<file path="src/rtl/aurora_rx_frame_sorter.sv">
// ---------------------------------------------------------------------------
// aurora_rx_frame_sorter
//
// Purpose:
//   Sits downstream of the Aurora rx lane in the lane clock domain. It tracks
//   the link state (DOWN / SYNCING / UP) and sorts the lane's descrambled
//   64b blocks by type:
//     - data blocks are pushed into a first-word-fall-through FIFO,
//     - user-K blocks are presented on a one-cycle strobe port,
//     - idles and NFC blocks are dropped.
//   Saturating error and drop counters and a sticky overflow flag feed the
//   lane-drop recovery logic.
//
// Ports:
//   clk_rx_i       lane rx clock
//   rst_n_i        asynchronous active-low reset
//   rx_data_i      64b payload; [63:56] is the block type on control blocks
//   rx_header_i    sync header: 01 data, 10 control, 00/11 invalid
//   rx_valid_i     block qualifier
//   lane_locked_i  block-sync lock from the lane
//   data_o         FIFO head word
//   data_valid_o   FIFO non-empty
//   data_ready_i   consumer pop (pop = data_valid_o & data_ready_i)
//   reg_data_o     last user-K block
//   reg_valid_o    one-cycle strobe per user-K block
//   link_up_o      high while the link is UP
//   fifo_level_o   FIFO occupancy
//   err_cnt_o      invalid-header plus unknown-type blocks, saturating
//   drop_cnt_o     data words dropped on a full FIFO, saturating
//   ovf_o          sticky, set on the first drop
//   cnt_clr_i      synchronous clear of err_cnt_o, drop_cnt_o and ovf_o
// ---------------------------------------------------------------------------
module aurora_rx_frame_sorter #(
   parameter int DEPTH     = 16,
   parameter int IDLE_LOCK = 4,
   parameter int ERR_LIMIT = 8,
   parameter int CNT_W     = 16
) (
   input  logic                     clk_rx_i,
   input  logic                     rst_n_i,
   input  logic [63:0]              rx_data_i,
   input  logic [1:0]               rx_header_i,
   input  logic                     rx_valid_i,
   input  logic                     lane_locked_i,
   output logic [63:0]              data_o,
   output logic                     data_valid_o,
   input  logic                     data_ready_i,
   output logic [63:0]              reg_data_o,
   output logic                     reg_valid_o,
   output logic                     link_up_o,
   output logic [$clog2(DEPTH):0]   fifo_level_o,
   output logic [CNT_W-1:0]         err_cnt_o,
   output logic [CNT_W-1:0]         drop_cnt_o,
   output logic                     ovf_o,
   input  logic                     cnt_clr_i
);

   localparam int PTR_W  = $clog2(DEPTH);
   localparam int LVL_W  = PTR_W + 1;
   localparam int IDLE_W = $clog2(IDLE_LOCK + 1);
   localparam int ERR_W  = $clog2(ERR_LIMIT + 1);

   localparam logic [7:0] TYPE_IDLE   = 8'h78;
   localparam logic [7:0] TYPE_USER_K = 8'hD2;
   localparam logic [7:0] TYPE_NFC    = 8'h55;

   typedef enum logic [1:0] {
      ST_DOWN    = 2'd0,
      ST_SYNCING = 2'd1,
      ST_UP      = 2'd2
   } state_t;

   state_t             state_q, state_d;
   logic [IDLE_W-1:0]  idle_run_q, idle_run_d;
   logic [ERR_W-1:0]   bad_run_q, bad_run_d;
   logic               link_up_q, link_up_d;
   logic [63:0]        reg_data_q, reg_data_d;
   logic               reg_valid_q, reg_valid_d;
   logic [CNT_W-1:0]   err_cnt_q, err_cnt_d;
   logic [CNT_W-1:0]   drop_cnt_q, drop_cnt_d;
   logic               ovf_q, ovf_d;
   logic [PTR_W-1:0]   wr_ptr_q, wr_ptr_d;
   logic [PTR_W-1:0]   rd_ptr_q, rd_ptr_d;
   logic [LVL_W-1:0]   level_q, level_d;
   logic [63:0]        mem_q [DEPTH];

   logic       hdr_data, hdr_ctrl, hdr_bad;
   logic [7:0] blk_type;
   logic       is_idle, is_user_k, is_nfc, is_unknown;
   logic       push_req, do_push, do_pop, drop, flush, err_inc;
   logic       fifo_full, fifo_empty;

   // Block decode
   always_comb begin
      hdr_data   = (rx_header_i == 2'b01);
      hdr_ctrl   = (rx_header_i == 2'b10);
      hdr_bad    = !(hdr_data || hdr_ctrl);
      blk_type   = rx_data_i[63:56];
      is_idle    = hdr_ctrl && (blk_type == TYPE_IDLE);
      is_user_k  = hdr_ctrl && (blk_type == TYPE_USER_K);
      is_nfc     = hdr_ctrl && (blk_type == TYPE_NFC);
      is_unknown = hdr_ctrl && !(is_idle || is_user_k || is_nfc);
   end

   // Link FSM, run counters and block routing. Loss of lane lock overrides
   // everything: the FIFO is flushed and no block is processed that cycle.
   always_comb begin
      state_d     = state_q;
      idle_run_d  = idle_run_q;
      bad_run_d   = bad_run_q;
      reg_data_d  = reg_data_q;
      reg_valid_d = 1'b0;
      push_req    = 1'b0;
      err_inc     = 1'b0;
      flush       = 1'b0;

      if (!lane_locked_i) begin
         state_d    = ST_DOWN;
         idle_run_d = '0;
         bad_run_d  = '0;
         flush      = 1'b1;
      end else begin
         case (state_q)
            ST_DOWN: begin
               state_d = ST_SYNCING;
            end
            ST_SYNCING: begin
               if (rx_valid_i) begin
                  err_inc = hdr_bad || is_unknown;
                  if (is_idle) begin
                     // The run completing on this block promotes on this edge,
                     // so link_up_o rises one cycle after the last idle.
                     if (idle_run_q == IDLE_W'(IDLE_LOCK - 1)) begin
                        state_d    = ST_UP;
                        idle_run_d = '0;
                        bad_run_d  = '0;
                     end else begin
                        idle_run_d = idle_run_q + IDLE_W'(1);
                     end
                  end else begin
                     idle_run_d = '0;
                  end
               end
            end
            ST_UP: begin
               if (rx_valid_i) begin
                  err_inc = hdr_bad || is_unknown;
                  if (hdr_bad) begin
                     // FIFO contents survive the demotion to SYNCING.
                     if (bad_run_q == ERR_W'(ERR_LIMIT - 1)) begin
                        state_d    = ST_SYNCING;
                        bad_run_d  = '0;
                        idle_run_d = '0;
                     end else begin
                        bad_run_d = bad_run_q + ERR_W'(1);
                     end
                  end else begin
                     bad_run_d = '0;
                     push_req  = hdr_data;
                     if (is_user_k) begin
                        reg_data_d  = rx_data_i;
                        reg_valid_d = 1'b1;
                     end
                  end
               end
            end
            default: begin
               state_d = ST_DOWN;
            end
         endcase
      end
   end

   // FIFO control. Full is judged before any same-cycle pop, so a push into
   // a full FIFO is always dropped even when the consumer pops that cycle.
   always_comb begin
      fifo_full  = (level_q == LVL_W'(DEPTH));
      fifo_empty = (level_q == '0);
      do_push    = push_req && !fifo_full;
      drop       = push_req && fifo_full;
      do_pop     = !fifo_empty && data_ready_i && !flush;

      wr_ptr_d = wr_ptr_q;
      rd_ptr_d = rd_ptr_q;
      level_d  = level_q;
      if (flush) begin
         wr_ptr_d = '0;
         rd_ptr_d = '0;
         level_d  = '0;
      end else begin
         if (do_push) begin
            wr_ptr_d = wr_ptr_q + PTR_W'(1);
         end
         if (do_pop) begin
            rd_ptr_d = rd_ptr_q + PTR_W'(1);
         end
         case ({do_push, do_pop})
            2'b10:   level_d = level_q + LVL_W'(1);
            2'b01:   level_d = level_q - LVL_W'(1);
            default: level_d = level_q;
         endcase
      end
   end

   // Status counters; a clear beats a same-cycle increment.
   always_comb begin
      err_cnt_d  = err_cnt_q;
      drop_cnt_d = drop_cnt_q;
      ovf_d      = ovf_q;
      if (cnt_clr_i) begin
         err_cnt_d  = '0;
         drop_cnt_d = '0;
         ovf_d      = 1'b0;
      end else begin
         if (err_inc && (err_cnt_q != '1)) begin
            err_cnt_d = err_cnt_q + CNT_W'(1);
         end
         if (drop && (drop_cnt_q != '1)) begin
            drop_cnt_d = drop_cnt_q + CNT_W'(1);
         end
         if (drop) begin
            ovf_d = 1'b1;
         end
      end
      link_up_d = (state_d == ST_UP);
   end

   always_ff @(posedge clk_rx_i or negedge rst_n_i) begin
      if (!rst_n_i) begin
         state_q     <= ST_DOWN;
         idle_run_q  <= '0;
         bad_run_q   <= '0;
         link_up_q   <= 1'b0;
         reg_data_q  <= '0;
         reg_valid_q <= 1'b0;
         err_cnt_q   <= '0;
         drop_cnt_q  <= '0;
         ovf_q       <= 1'b0;
         wr_ptr_q    <= '0;
         rd_ptr_q    <= '0;
         level_q     <= '0;
         for (int i = 0; i < DEPTH; i++) begin
            mem_q[i] <= '0;
         end
      end else begin
         state_q     <= state_d;
         idle_run_q  <= idle_run_d;
         bad_run_q   <= bad_run_d;
         link_up_q   <= link_up_d;
         reg_data_q  <= reg_data_d;
         reg_valid_q <= reg_valid_d;
         err_cnt_q   <= err_cnt_d;
         drop_cnt_q  <= drop_cnt_d;
         ovf_q       <= ovf_d;
         wr_ptr_q    <= wr_ptr_d;
         rd_ptr_q    <= rd_ptr_d;
         level_q     <= level_d;
         if (do_push) begin
            mem_q[wr_ptr_q] <= rx_data_i;
         end
      end
   end

   assign data_o       = mem_q[rd_ptr_q];
   assign data_valid_o = (level_q != '0);
   assign fifo_level_o = level_q;
   assign reg_data_o   = reg_data_q;
   assign reg_valid_o  = reg_valid_q;
   assign link_up_o    = link_up_q;
   assign err_cnt_o    = err_cnt_q;
   assign drop_cnt_o   = drop_cnt_q;
   assign ovf_o        = ovf_q;

endmodule

</file>
<file path="config.mk">
export PLATFORM = sky130hd
export DESIGN_NAME = aurora_rx_frame_sorter
export DESIGN_NICKNAME = d
export VERILOG_FILES = /design/src/rtl/aurora_rx_frame_sorter.sv
export SDC_FILE = /design/constraint.sdc
export NUM_CORES = 2
export LEC_CHECK = 0
export CORE_ASPECT_RATIO = 0.6
export CORE_MARGIN = 2
export CORE_UTILIZATION = 50
export DETAILED_ROUTE_END_ITERATION = 7
export PLACE_DENSITY = 0.78
export SLEW_MARGIN = 20
export SYNTH_ARGS = -nofsm -noshare
export SYNTH_HDL_FRONTEND = slang
export SYNTH_SLANG_ARGS = --single-unit
</file>
<file path="constraint.sdc">
create_clock -name clk_rx_i -period 5.65 [get_ports clk_rx_i]
set_clock_uncertainty 0.05 [all_clocks]
set_input_delay 1.13 -clock clk_rx_i [delete_from_list [all_inputs] [get_ports clk_rx_i]]
set_output_delay 1.13 -clock clk_rx_i [all_outputs]
set_load 0.05 [all_outputs]
</file>
==> results.md <==
* Fmax at 192 MHz
* Max-capacitance violation count at 0
* Cts repair resizes at 0
* Num ports at 241
* R2R Path End: mem_q[295]
* Number of global-route vias before repair at 32.7k
* IO Port Bufs at 240
* Layout cells sized above 1 at 40.2%
* Clk buf depth at 3
* Predominant post-synthesis flop cell: dfrtp_1
* DRC viols at 0
* Status: complete, no violations
* First-pass DRT Iterations at 5
* Die ar. at 107000 sq um
* EDFF count, synth at 0
* Vias per cell at 6.02
* Latest clock arrival within the worst-skew pair at 720 ps
* Clock period minus worst slack at 5220 ps
* Final hold vios at 0
* Depth of the CTS H-tree at 3
* Path depth of the worst reg2reg path at 6
* Post-layout util at 57.7%
* Asr flop ratio synth at 100%
* Synth unique cells at 60
* YS warnings at 0
* Final net count at 3833
* Cts hold-fix bufs at 0
* Die H at 254 microns
* Final Cycle Share at 92.4%
* Setup TNS at 0 ps
* # rows at 91
* Post-Syn Area at 52000 sq um
* WL/cell at 24.3 microns
* Total Routing Usage GR at 24.2%
* Syn nets at 3709
* Num Clock Sinks at 1145
* Dpl hpwl at 71800 microns
* Rel. slew slack at 28.9%
* CP endpoint kind: primary output
* Critical path endpoint: data_o[3]
* Critical path class: flip-flop to primary output
* Clock transition at path regs at 60 ps
* RSZ-0062 raised after global routing: no
* Most frequent cells in the layout: 1141 x dfrtp_1, 1129 x mux2_2, 239 x clkdlybuf4s50_1
* RR Startpoint: fifo_level_o[1]
* TritonCTS clock tree: built
* Setup Buffers After CTS at 0
* Cell area power density at 298 nW/um^2
* Final setup vio count at 0
* Critical path arrival at 4040 ps
* Syn Inst Count at 3618
* Layout area overhead at 14.3%
* Worst hold path class: input port to async pin
* Fin Hold WS at 383 ps
* Seq/Total Area, Yosys at 55.1%
* Worst Tran Pin Value at 1070 ps
* DR vias at 31.4k
* Crit Path Max Fanout at 51
* Antenna Violating Nets Remaining at 0
* R2R Setup Slk at 2020 ps
* Initial Utilization at 50.5%
* Total length of routed wires at 127000 microns
* Crit path launch type: flip-flop
* VDD IR-drop max at 265 uV
* Root Buffer: clkbuf_16
* Total grt overflow at 0
* Leakage at 28.1 nW
* Worst Path Required at 4470 ps
* Seq cells post-synth at 1145
* RePlAce Congestion at 0.797
* First-pass GRT wire length at 199000 microns
* Syn avg cell area at 14.4 sq um
* Final Max Tran Viols at 0
* Crit path from: rd_ptr_q[2]
* Initial antenna violation count at 0
* Die width at 420 microns
* Core Area at 103000 sq um
* DRT iter0 DRCs at 2240
* Most common cell after layout, fill and taps aside: dfrtp_1
* Largest net degree at the start of global routing at 175
* CTS buffer count at 105
==> report_power, final <==
part           switching, W  leakage, nW  internal (W)  total (W)
sequential        0.0000824         16.0       0.00822    0.00830
clock               0.00320         1.74       0.00414    0.00733
combinational       0.00122         10.3      0.000841    0.00206
total               0.00450         28.1        0.0132     0.0177
==> synth_stat cells (2+ instances only) <==
library cell | instances | area share [%]
a2111oi_0 | 2 | 0.034
a21o_1 | 2 | 0.029
a21oi_1 | 90 | 0.87
a221oi_1 | 64 | 1.1
a22oi_1 | 64 | 0.92
a31oi_1 | 2 | 0.024
and2_1 | 14 | 0.17
and3_1 | 4 | 0.048
and4_1 | 3 | 0.051
buf_1 | 22 | 0.16
buf_2 | 112 | 1.1
buf_6 | 2 | 0.043
clkbuf_1 | 163 | 1.2
dfrtp_1 | 1145 | 55
ha_1 | 18 | 0.43
inv_1 | 20 | 0.14
mux2_1 | 16 | 0.35
mux2_2 | 1129 | 24
mux2i_1 | 200 | 3.9
mux4_2 | 128 | 5.5
nand2_1 | 93 | 0.67
nand2b_1 | 5 | 0.060
nand3_1 | 15 | 0.14
nand3_2 | 4 | 0.077
nand4_1 | 17 | 0.20
nand4bb_1 | 2 | 0.043
nor2_1 | 27 | 0.20
nor2b_1 | 12 | 0.14
nor3_1 | 3 | 0.029
nor3_2 | 3 | 0.058
nor3b_1 | 3 | 0.043
nor4_1 | 8 | 0.096
o21a_1 | 4 | 0.058
o21ai_0 | 151 | 1.5
o21ba_2 | 3 | 0.058
o31ai_1 | 3 | 0.043
or2_2 | 6 | 0.072
or3_1 | 19 | 0.23
or4_1 | 4 | 0.058
xnor2_1 | 14 | 0.24
xor2_1 | 3 | 0.051
==> sequential cells by signal, summed over array words and instances (netlist names) <==
register      flops
mem_q          1024
state_q           2
rd_ptr_q          4
fifo_level_o      5
err_cnt_o        16
wr_ptr_q          4
bad_run_q         4
ovf_o             1
idle_run_q        3
link_up_o         1
reg_valid_o       1
reg_data_o       64
drop_cnt_o       16
==> worst max-delay path, cell delays in order (launching register included) <==
cell and delay [ps]:
dfrtp_4 830, nand2_4 660, buf_4 430, o21ai_0 210
a21oi_1 80, o21ai_0 210, nand2_1 120, clkdlybuf4s50_1 730
==> final cells by class <==
class / instances / area [sq um]
diodes: 1 / 2.50
clock buffers: 150 / 3100
clock inverters: 34 / 422
fillers: 8029 / 43500
inverters: 20 / 75.1
multi-input cells: 2154 / 22100
flip-flops and latches: 1145 / 28700
well taps: 1395 / 1750
repair buffers: 316 / 3290
==> how the worst min path moves through the flow <==
stage | from | end | slack [ps] | cells past startpoint
3_5_place_dp | reg_data_o[62] | reg_data_o[62] | 400 | 1
2_1_floorplan | mem_q[1004] | mem_q[1004] | 400 | 1
3_3_place_gp | reg_data_o[63] | reg_data_o[63] | 400 | 1
5_1_grt | rst_n_i | mem_q[649] | 410 | 1
4_1_cts | rst_n_i | mem_q[649] | 390 | 1
6_report | rst_n_i | reg_data_o[9] | 380 | 1
==> kinds of logic (layout without fill, tap and decap cells) <==
kind of cell	after synthesis	after routing	synth area share, %
buffers and inverters	319	520	2.60
adders and majority gates	19	19	0.472
DFF	1145	1145	55.1
AOI/OAI and AO/OA	398	398	4.80
muxes	1473	1473	34.2
and+or+nand+nor	247	247	2.48
other	0	1	0
xor gates and xnor gates	17	17	0.287
==> routing by layer <==
metal	GRT usage [%]	wire (microns)
met5	0	0
met3	4.00	6460
met4	5.84	2680
met2	38.1	58800
met1	35.2	59000
==> metrics by stage <==
stage	cells	cell area (sq um)	total power, W	setup WS, ps
finish	5215	59400	0.0177	429
global route	5214	59400	0.0183	299
CTS	5214	59400	0.0179	430
detailed placement	5030	55900	0.0105	1170
global placement	5030	55900	0.0105	1230
floorplan	3618	52000	0.00983	2060
No activity file was read; power rests on OpenSTA's default activity.
